## src/rtl/iic_sfifo_fwft_gen_pkg.sv

```systemverilog
// Shared definitions for the IIC master TX/RX FIFOs.
//   - default data width and depth for the TX and RX data paths
//   - iic_clog2(): ceil(log2(value)), used to size occupancy counters
package iic_sfifo_fwft_gen_pkg;

  localparam int IIC_TX_DW    = 8;
  localparam int IIC_TX_DEPTH = 8;
  localparam int IIC_RX_DW    = 8;
  localparam int IIC_RX_DEPTH = 8;

  // Returns the smallest r such that 2**r >= value (0 for value <= 1).
  function automatic int iic_clog2(input int value);
    int r;
    r = 0;
    for (int i = 0; i < 31; i++) begin
      if ((1 << i) < value) r = i + 1;
    end
    return r;
  endfunction

endpackage

```

## src/rtl/iic_sfifo_fwft_gen.sv

```systemverilog
// Shift-register first-word-fall-through FIFO for the IIC master data paths.
// mem[0] is always the head word and drives rd_data directly, so a word
// written into an empty FIFO is visible one clock later.
//
// Ports
//   clk_sys   system clock
//   rst       asynchronous reset, active-high
//   flush     synchronous clear of contents and level (flags kept)
//   wr_en     push wr_data
//   wr_data   write data [DW]
//   rd_en     pop the head word
//   rd_data   head word, valid while empty=0, zero while empty=1 [DW]
//   wr_ready  registered: post-update level < RDY_TH
//   empty     level == 0
//   full      level == DEPTH
//   level     current occupancy [AW]
//   eflag     last word is being popped (level == 1 and rd_en)
//   ovf       sticky: write attempted while full without a read
//   udf       sticky: read attempted while empty
//   flag_clr  clears ovf/udf, wins over a same-cycle set
module iic_sfifo_fwft_gen
  import iic_sfifo_fwft_gen_pkg::*;
#(
  parameter  int DW     = IIC_TX_DW,
  parameter  int DEPTH  = IIC_TX_DEPTH,
  parameter  int RDY_TH = 5,
  parameter  int U_DLY  = 1,
  localparam int AW     = iic_clog2(DEPTH + 1)
) (
  input  logic          clk_sys,
  input  logic          rst,
  input  logic          flush,
  input  logic          wr_en,
  input  logic [DW-1:0] wr_data,
  input  logic          rd_en,
  output logic [DW-1:0] rd_data,
  output logic          wr_ready,
  output logic          empty,
  output logic          full,
  output logic [AW-1:0] level,
  output logic          eflag,
  output logic          ovf,
  output logic          udf,
  input  logic          flag_clr
);

  localparam logic [AW-1:0] LVL_ONE  = AW'(1);
  localparam logic [AW-1:0] LVL_FULL = AW'(DEPTH);
  localparam logic [AW-1:0] LVL_TH   = AW'(RDY_TH);

  if (DEPTH < 2 || DEPTH > 64 || RDY_TH < 1 || RDY_TH > DEPTH || U_DLY < 0) begin : g_bad_param
    $error("iic_sfifo_fwft_gen: illegal parameter combination");
  end

  logic [DW-1:0] mem     [DEPTH];
  logic [DW-1:0] mem_nxt [DEPTH];
  logic [AW-1:0] level_q;
  logic [AW-1:0] level_nxt;
  logic [AW-1:0] level_m1;
  logic          wr_ready_q;
  logic          ovf_q;
  logic          udf_q;
  logic          wr_acc;
  logic          rd_acc;
  logic          ovf_set;
  logic          udf_set;

  assign empty    = (level_q == '0);
  assign full     = (level_q == LVL_FULL);
  assign level_m1 = level_q - LVL_ONE;

  // A full FIFO still accepts a write when a read frees the head slot in
  // the same cycle; full implies non-empty, so that read is always taken.
  assign wr_acc = wr_en & (~full | rd_en);
  assign rd_acc = rd_en & ~empty;

  assign ovf_set = wr_en & full & ~rd_en & ~flush;
  assign udf_set = rd_en & empty & ~flush;

  always_comb begin
    level_nxt = level_q;
    if (flush) begin
      level_nxt = '0;
    end else if (wr_acc && !rd_acc) begin
      level_nxt = level_q + LVL_ONE;
    end else if (rd_acc && !wr_acc) begin
      level_nxt = level_m1;
    end
  end

  // Per-cell next value. On a pop every cell takes its upper neighbour
  // (the top cell takes zero) so vacated slots are always cleared; a
  // simultaneous push lands in the slot just below the old tail.
  for (genvar i = 0; i < DEPTH; i++) begin : g_cell
    localparam logic [AW-1:0] IDX = AW'(i);
    logic [DW-1:0] above;

    if (i == DEPTH - 1) begin : g_top
      assign above = '0;
    end else begin : g_mid
      assign above = mem[i+1];
    end

    assign mem_nxt[i] = flush                            ? '0      :
                        (rd_acc && wr_acc && IDX == level_m1) ? wr_data :
                        rd_acc                           ? above   :
                        (wr_acc && IDX == level_q)       ? wr_data :
                                                           mem[i];
  end

  always_ff @(posedge clk_sys or posedge rst) begin
    if (rst) begin
      for (int i = 0; i < DEPTH; i++) mem[i] <= '0;
      level_q    <= '0;
      wr_ready_q <= 1'b0;
    end else begin
      for (int i = 0; i < DEPTH; i++) mem[i] <= mem_nxt[i];
      level_q    <= level_nxt;
      wr_ready_q <= (level_nxt < LVL_TH);
    end
  end

  always_ff @(posedge clk_sys or posedge rst) begin
    if (rst) begin
      ovf_q <= 1'b0;
      udf_q <= 1'b0;
    end else if (flag_clr) begin
      ovf_q <= 1'b0;
      udf_q <= 1'b0;
    end else begin
      if (ovf_set) ovf_q <= 1'b1;
      if (udf_set) udf_q <= 1'b1;
    end
  end

  assign rd_data  = mem[0];
  assign level    = level_q;
  assign wr_ready = wr_ready_q;
  assign ovf      = ovf_q;
  assign udf      = udf_q;
  assign eflag    = (level_q == LVL_ONE) & rd_en;

endmodule

```

## config.mk

```make
export PLATFORM = sky130hd
export DESIGN_NAME = iic_sfifo_fwft_gen
export DESIGN_NICKNAME = d
export VERILOG_FILES = /design/src/rtl/iic_sfifo_fwft_gen_pkg.sv /design/src/rtl/iic_sfifo_fwft_gen.sv
export SDC_FILE = /design/constraint.sdc
export NUM_CORES = 1
export LEC_CHECK = 0
export ABC_AREA = 1
export BUFFER_PORTS_ARGS = -buffer_cell sky130_fd_sc_hd__buf_4
export CAP_MARGIN = 30
export CORE_UTILIZATION = 55
export DETAILED_ROUTE_END_ITERATION = 8
export HOLD_SLACK_MARGIN = 0.05
export PLACE_DENSITY = 0.77
export SLEW_MARGIN = 10
export SYNTH_ARGS = -nofsm -noshare
export SYNTH_HDL_FRONTEND = slang
export SYNTH_SLANG_ARGS = --single-unit
```

## constraint.sdc

```tcl
create_clock -name clk_sys -period 1.8 [get_ports clk_sys]
set_input_delay 0.18 -clock clk_sys [delete_from_list [all_inputs] [get_ports clk_sys]]
set_output_delay 0.18 -clock clk_sys [all_outputs]
set_load 0.02 [all_outputs]
```

Yosys cells after proc, flatten, opt, wreduce, memory -nomap -nowiden
Index checks and enable logic that the tools add are counted.
Cells by class
  muxes and demuxes: 39
  add/subtract/negate cells: 2
  bitwise gates (word level): 13
  reduce and logical (&&, ||, !) cells: 33
  equal/unequal tests: 16
  $lt $le $gt $ge: 1
Operators with widths (number)
  8-bit two-way mux: 32
  3-bit by 4-bit == test with 1-bit output, first input constant: 8
  4-bit nonzero test: 8
  1-bit logical AND: 19
  2-bit by 4-bit == test with 1-bit output, first input constant: 4
  4-bit two-way mux: 3
  1-bit AND: 8
  1-bit by 4-bit == test with 1-bit output, first input constant: 2
  4-bit zero test: 2
  4-bit by 1-bit adder with 4-bit output, second input constant: 1
  4-bit by 1-bit == test with 1-bit output, second input constant: 1
  4-bit == test, second input constant: 1
  4-bit by 3-bit less-than comparator with 1-bit output, second input constant: 1
  1-bit two-way mux: 4
  1-bit inverter: 4
  2-bit nonzero test: 2
  4-bit by 1-bit subtractor with 4-bit output, second input constant: 1
  1-bit zero test: 2
  1-bit bitwise OR: 1
Word-level totals
  bits of input ports: 14
  output and inout bits: 18
  word-level logic and storage cells: 116
  register bits after elaboration: 71

Longest topological paths before layout
Gate-level depths: netlist of the first run.
  depth in word-level cells: 10
  gate-level depth with buffers: 13
  depth with buffers taken out: 12

Worst setup path before layout of the first run
No wires, ideal clock.
  path type: register to register
  from: reg level_q[0], in the netlist level[0]
  to: reg mem, in the netlist g_cell[3].above[0]
  data arrival time: 2.007 ns
  path buffers: 0
  clock period less this slack: 2.124 ns
  slack: -0.324 ns
  cell stages (with the launch flop): 12
  data required time: 1.683 ns
  path through: dfrtp_1 > inv_1 > ha_1 > nand3_2 > nor2_2 > nor2_4 > nand2_2 > clkinv_4 > a21oi_4 > nor2_2 > nand2_1 > nand2_1
On the way
  word-level cells in the longest chain between the ends: 8
  elaborated cells between the ends (all ways): 17
  those cells by class: add/sub (1); eq/ne (3); mux (3); bitwise (5); reduce/logical (5)
RTL lines
  from (decl): RTL line iic_sfifo_fwft_gen.sv:57  | logic [AW-1:0] level_q;
  from (signal assigned): RTL line iic_sfifo_fwft_gen.sv:118  | level_q <= level_nxt;
  parallel branches: the longest is 8 deep, another holds 4-bit by 1-bit subtractor with 4-bit output
  to (decl): RTL line iic_sfifo_fwft_gen.sv:55  | logic [DW-1:0] mem [DEPTH];
Several ways; the timed one is not identified.
A chain may end at the register's enable or synchronous reset.

Worst setup path after layout of the first run
Ends and elaborated chain as after synthesis.

==> flow_metrics.py, run 1 <==
metrics = {
    "synthesis": {
        "async_flop_share_pct": 100,
        "muxShareOfSynthArea_pct": 0,
        "syn-cell-area_sq_um": 4430,
        "synth_cells": 631,
        "synthSimpleGateAreaFrac_pct": 40.2,
        "synth-seq-cells": 71,
        "yosysSeqAreaShare_pct": 40.1,
        "postSynthAreaPerCell_sq_um": 7.03,
        "yosys_most_used_dff": "dfrtp_1",
        "synth_cell_type_count": 32,
        "synth-edff-count": 0,
        "yosys.area_share.adder_pct": 1.69,
        "yosys_warnings": 0,
        "synth_top_family_by_area": "simple AND/OR/NAND/NOR gates",
        "synth_compound_area_share_pct": 11.4,
        "synth-xor-area-share_pct": 0.395,
        "syn_nets": 651,
    },
    "place": {
        "dpl_cell_area_sq_um": 5000,
        "place_inst": 778,
        "io_buffers": 31,
        "dp_hpwl_microns": 8710,
        "gp_congestion": 0.904,
    },
    "worst_setup_path": {
        "cp_slowest_stage_delay_ps": 430,
        "critical_path_peak_fanout": 8,
        "crit_chain": "inv_4, buf_4, nand3_2, nand2_2, nand2_4, nor2_4, buf_12, nand3_2, nand2_1, o21ai_1, nand2_1, nand2_1",
        "cp.required_ps": 2050,
        "slowest_stage": "dfrtp_2",
        "cpMostUsedCell": "nand2_1",
        "crit_type": "reg2reg",
        "cp-end-kind": "flip-flop",
        "start_kind": "flip-flop",
        "crit_family": "simple AND/OR/NAND/NOR gates",
        "crit_buf_inv": 3,
        "cp.arrival_ps": 2180,
    },
    "detailed_routing": {
        "vias": 4779,
        "drt.antenna.violating_nets": 0,
        "wl_per_cell_microns": 17.6,
        "routed_wl_microns": 14400,
        "drtPass1Iterations": 5,
        "drc": 0,
        "vias_per_cell": 5.84,
        "drtIter0Drc": 397,
    },
    "global_routing": {
        "antenna_found_initial": 0,
        "grt_start_max_net_pins": 72,
        "grt_pass1_vias": 4419,
        "gr-total-overflow": 0,
        "track_usage_pct": 32.4,
        "grt_pass1_wl_microns": 20900,
    },
    "timing": {
        "fin_crit_sh_pct": 107,
        "rsz0062_at_grt": "true",
        "maxSlewViolCount": 0,
        "slew_headroom_pct": 65.4,
        "fin_worst_skew_ps": 14.3,
        "period_needed_ps": 1930,
        "worst_slew_pin_slew_ps": 520,
        "fin_ws_ps": -133,
        "finalHoldViolations": 0,
        "setup_viol": 17,
        "max_freq_mhz": 517,
    },
    "power": {
        "p_sw_mw": 2.55,
        "clkPwrFrac_pct": 22.8,
        "p_total_mw": 6.34,
        "swShare_pct": 40.3,
        "ir_worst_vdd_uv": 645,
        "power.internal_mw": 3.78,
        "p_per_area_nw_per_um2": 1120,
        "power_leakage_nw": 2.99,
        "combinationalPowerShare_pct": 44.3,
        "pwr-share-seq_pct": 32.9,
    },
    "run_status": {
        "violations": "setup timing",
        "status": "complete, but fails checks",
    },
    "clock_network": {
        "path_clk_slew_ps": 80,
        "cts_buffer_depth": 2,
        "cts_made_buffers": 9,
        "htreeDepth": 3,
        "clkSinkCount": 71,
        "tritoncts": "done",
        "cts_root_buffer": "clkbuf_8",
        "clock_latency_ps": 360,
    },
    "cells_and_area": {
        "drive_gt1_share_pct": 23.7,
        "final_common_cell": "nand2_1",
        "fillers": 584,
        "antenna_cells": 0,
        "final_cell_mix": "nand2_1 (334), dfrtp_1 (67), buf_4 (67)",
        "post-route-cell-area_sq_um": 5640,
        "multiInputGateArea_sq_um": 2640,
        "area_delta_synth_final_pct": 27.3,
        "seq_area_sq_um": 1780,
        "nets": 731,
        "final-instance-count-excl-fill": 818,
        "finish.utilization_pct": 72.6,
    },
    "floorplan": {
        "initial_utilization_pct": 57.1,
        "core_sq_um": 7770,
        "die-area_sq_um": 8420,
        "rows": 32,
        "die_y_microns": 91.8,
        "die_x_microns": 91.8,
        "io_pins": 32,
    },
    "job": {
        "cap_violations": 0,
    },
    "min_path": {
        "hold_class": "in2reg",
    },
}
==> flip-flops by register name, indices dropped and copies added, names as in the netlist <==
register / count
g_cell.above: 56
rd_data: 8
level: 4
ovf: 1
udf: 1
wr_ready: 1
==> power groups by stage <==
stage,Combinational [mW],Sequential [mW],Clock [mW]
after global routing,3.03,2.12,1.53
after CTS,2.28,2.08,1.45
after detailed placement,2.25,2.10,0
after floorplan,1.50,2.14,0
final,2.81,2.09,1.44
after global placement,2.20,2.09,0
==> stage by stage <==
stage	hold slack (ps)	setup WS [ps]	setup TNS, ps
5_1_grt	179	-217	-3070
4_1_cts	143	-67.8	-327
3_5_place_dp	317	-24.3	-48.6
6_report	152	-133	-456
3_3_place_gp	314	4.09	0
2_1_floorplan	246	-38.9	-1360
==> cells by family (layout without fill, tap and decap cells) <==
| kind of cell | count (synthesis) | after routing |
|---|---|---|
| xor+xnor | 2 | 2 |
| fa+ha+maj | 6 | 6 |
| simple gates | 415 | 422 |
| compound gates | 82 | 82 |
| buf+inv | 55 | 133 |
| flops | 71 | 71 |
==> layer usage <==
| metal | track usage, % | vias to the layer above | share of wire [%] |
|---|---|---|---|
| li1 | - | 2169 | - |
| met1 | 40.8 | 2233 | 37 |
| met2 | 52.5 | 289 | 48 |
| met3 | 5.06 | 88 | 8.8 |
| met4 | 19.9 | 0 | 6.0 |
| met5 | 0 | - | 0 |
==> cell type report <==
class / instances / area share [%]
well taps: 102 / 2.26
multi-input cells: 512 / 46.8
clock inverters: 5 / 1.44
inverters: 36 / 2.68
repair buffers: 81 / 12.7
clock buffers: 11 / 2.51
flip-flops and latches: 71 / 31.6
==> cells in the mapped netlist (3+ instances only) <==
cell type | instances | area share [%]
o21ai_0 | 46 | 5.2
buf_6 | 4 | 1.0
buf_2 | 10 | 1.1
nand2_1 | 346 | 29
dfrtp_1 | 71 | 40
nor2_1 | 15 | 1.3
nor2_4 | 6 | 1.5
nor2_2 | 7 | 0.99
a31oi_4 | 3 | 1.4
nand3_2 | 7 | 1.6
nand3_1 | 19 | 2.1
nand2_2 | 4 | 0.56
inv_2 | 5 | 0.42
inv_1 | 30 | 2.5
ha_1 | 6 | 1.7
o21ai_1 | 26 | 2.9
a21oi_4 | 4 | 1.5
nand4_1 | 4 | 0.56
==> worst min-delay path, stage by stage <==
cell     delay [ps]
buf_4           120
a31oi_1          90
nor2_1           70
==> final timing paths <==
check	start	end	slack, ps	depth (start not counted)
worst max register to register	level[0]	g_cell[3].above[0]	-130	12
worst min-delay path	wr_en	ovf	150	3
worst min register to register	g_cell[4].above[0]	g_cell[4].above[0]	480	2
max in group asynchronous	rst	level[1]	950	4
worst max-delay path	level[0]	g_cell[3].above[0]	-130	12
min in group asynchronous	rst	rd_data[1]	450	4
==> what timing repair did <==
| action | CTS | global route |
|---|---|---|
| gates resized for setup | 1 | 51 |
| pin swaps | 0 | 13 |
| buffers inserted | 0 | 14 |
| hold buffers | 2 | 0 |
| endpoints found under the setup margin | 10 | 65 |
| endpoints found under the hold margin | 73 | 0 |
| cloned | 0 | 8 |
Note: power is estimated with default switching activity, not from simulation.
==> run 2, diff against run 1 <==
--- a/config.mk
+++ b/config.mk
@@ -12,6 +12,7 @@
 export DETAILED_ROUTE_END_ITERATION = 8
 export HOLD_SLACK_MARGIN = 0.05
 export PLACE_DENSITY = 0.77
+export RECOVER_POWER = 50
 export SLEW_MARGIN = 10
 export SYNTH_ARGS = -nofsm -noshare
 export SYNTH_HDL_FRONTEND = slang
==> flow_metrics.py, run 2 (synthesis gave the netlist of run 1 again) <==
metrics = {
    "clock_network": {
        "cts_root_buffer": "clkbuf_8",
        "path_clk_slew_ps": 80,
        "clock_latency_ps": 360,
        "cts_buffer_depth": 2,
        "cts_made_buffers": 9,
        "tritoncts": "done",
        "htreeDepth": 3,
        "clkSinkCount": 71,
    },
    "worst_setup_path": {
        "crit_type": "reg2reg",
        "crit_chain": "inv_4, buf_4, nand3_2, nand2_2, nand2_4, nor2_4, buf_12, nand3_2, nand2_1, o21ai_1, nand2_1, nand2_1",
        "start_kind": "flip-flop",
        "cp-end-kind": "flip-flop",
        "critical_path_peak_fanout": 8,
        "cp.arrival_ps": 2180,
        "cp.required_ps": 2050,
        "crit_buf_inv": 3,
        "cp_slowest_stage_delay_ps": 430,
        "slowest_stage": "dfrtp_2",
        "crit_family": "simple AND/OR/NAND/NOR gates",
        "cpMostUsedCell": "nand2_1",
    },
    "global_routing": {
        "gr-total-overflow": 0,
        "grt_pass1_wl_microns": 20900,
        "antenna_found_initial": 0,
        "track_usage_pct": 32.4,
        "grt_pass1_vias": 4419,
        "grt_start_max_net_pins": 72,
    },
    "timing": {
        "whs_ps": 153,
        "fin_ws_ps": -130,
        "slew_headroom_pct": 33.1,
        "tns_ps": -463,
        "rsz0062_at_grt": "true",
        "worst_slew_pin_slew_ps": 1000,
        "period_needed_ps": 1930,
        "setup_viol": 16,
        "fin_crit_sh_pct": 107,
        "maxSlewViolCount": 0,
        "max_freq_mhz": 518,
        "finalHoldViolations": 0,
        "fin_worst_skew_ps": 14.3,
    },
    "place": {
        "dp_slack_ps": -24.3,
        "io_buffers": 31,
        "dp_hpwl_microns": 8710,
        "gp_congestion": 0.904,
    },
    "power": {
        "ir_worst_vdd_uv": 645,
        "power_leakage_nw": 2.98,
        "p_per_area_nw_per_um2": 1130,
        "p_total_mw": 6.33,
    },
    "detailed_routing": {
        "vias": 4783,
        "drtPass1Iterations": 5,
        "routed_wl_microns": 14400,
        "drc": 0,
        "wl_per_cell_microns": 17.6,
        "drt.antenna.violating_nets": 0,
        "drtIter0Drc": 397,
        "vias_per_cell": 5.85,
    },
    "floorplan": {
        "io_pins": 32,
        "core_sq_um": 7770,
        "rows": 32,
        "die_y_microns": 91.8,
        "die-area_sq_um": 8420,
        "initial_utilization_pct": 57.1,
        "die_x_microns": 91.8,
    },
    "cells_and_area": {
        "area_delta_synth_final_pct": 26.9,
        "final_cell_mix": "nand2_1 (334), dfrtp_1 (67), buf_4 (66)",
        "nets": 731,
        "finish.utilization_pct": 72.4,
        "largest_reg_flops": 56,
        "antenna_cells": 0,
        "drive_gt1_share_pct": 23.6,
        "final_common_cell": "nand2_1",
    },
    "run_status": {
        "violations": "setup timing",
        "status": "complete, but fails checks",
    },
    "min_path": {
        "hold_class": "in2reg",
    },
    "job": {
        "cap_violations": 0,
    },
}
## run 2: changes by cell type in the layout (fill, tap and decap cells not counted), sizes merged
cell | before | now
clkbuf | 12 | 14
buf | 78 | 76
## run 2: final cells by class
class                           count  area [sq um]
Clock buffer                       11           141
Fill cell                         586          2140
Tap cell                          102           128
Inverter                           36           151
Timing Repair Buffer               81           699
Multi-Input combinational cell    512          2640
Sequential cell                    71          1780
Clock inverter                      5          81.3
## run 2: layer usage
layer	GRT usage [%]	wire, microns	vias to the layer above
li1	-	-	2170
met1	40.8	5420	2234
met2	52.5	6910	289
met3	5.06	1230	90
met4	19.9	856	0
met5	0	0	-
## run 2: through the flow
stage	cells	instance area (sq um)
6_report	818	5630
5_1_grt	818	5630
4_1_cts	796	5250
3_5_place_dp	778	5000
3_3_place_gp	778	5000
2_1_floorplan	631	4520
## run 2: repair_timing
| item | in CTS | in global routing |
|---|---|---|
| pin swaps | 0 | 13 |
| hold buffers | 2 | 0 |
| hold endpoints to repair | 73 | 0 |
| resized for setup | 1 | 51 |
| setup buffers | 0 | 14 |
| cloned | 0 | 8 |
| endpoints found under the setup margin | 10 | 65 |
## run 2: worst paths after layout
check	startpoint	end	slack, ps	cells after the start
max reg2reg	level[0]	g_cell[3].above[0]	-130	12
max	level[0]	g_cell[3].above[0]	-130	12
min reg2reg	g_cell[4].above[0]	g_cell[4].above[0]	480	2
min	wr_en	ovf	150	3
min in group asynchronous	rst	rd_data[1]	690	4
max in group asynchronous	rst	level[1]	340	4
## run 2: power by group
group	internal, mW	leakage (nW)	total (mW)	switching (mW)
Combinational	1.07	1.94	2.80	1.74
Sequential	1.89	0.930	2.09	0.193
Clock	0.819	0.110	1.44	0.623
## run 2: worst register-to-register path: stages, from the launching register on
cell and delay, ps:
dfrtp_2 430, inv_4 110, buf_4 120, nand3_2 90, nand2_2 110, nand2_4 90, nor2_4 170, buf_12 160
nand3_2 170, nand2_1 110, o21ai_1 100, nand2_1 110, nand2_1 60
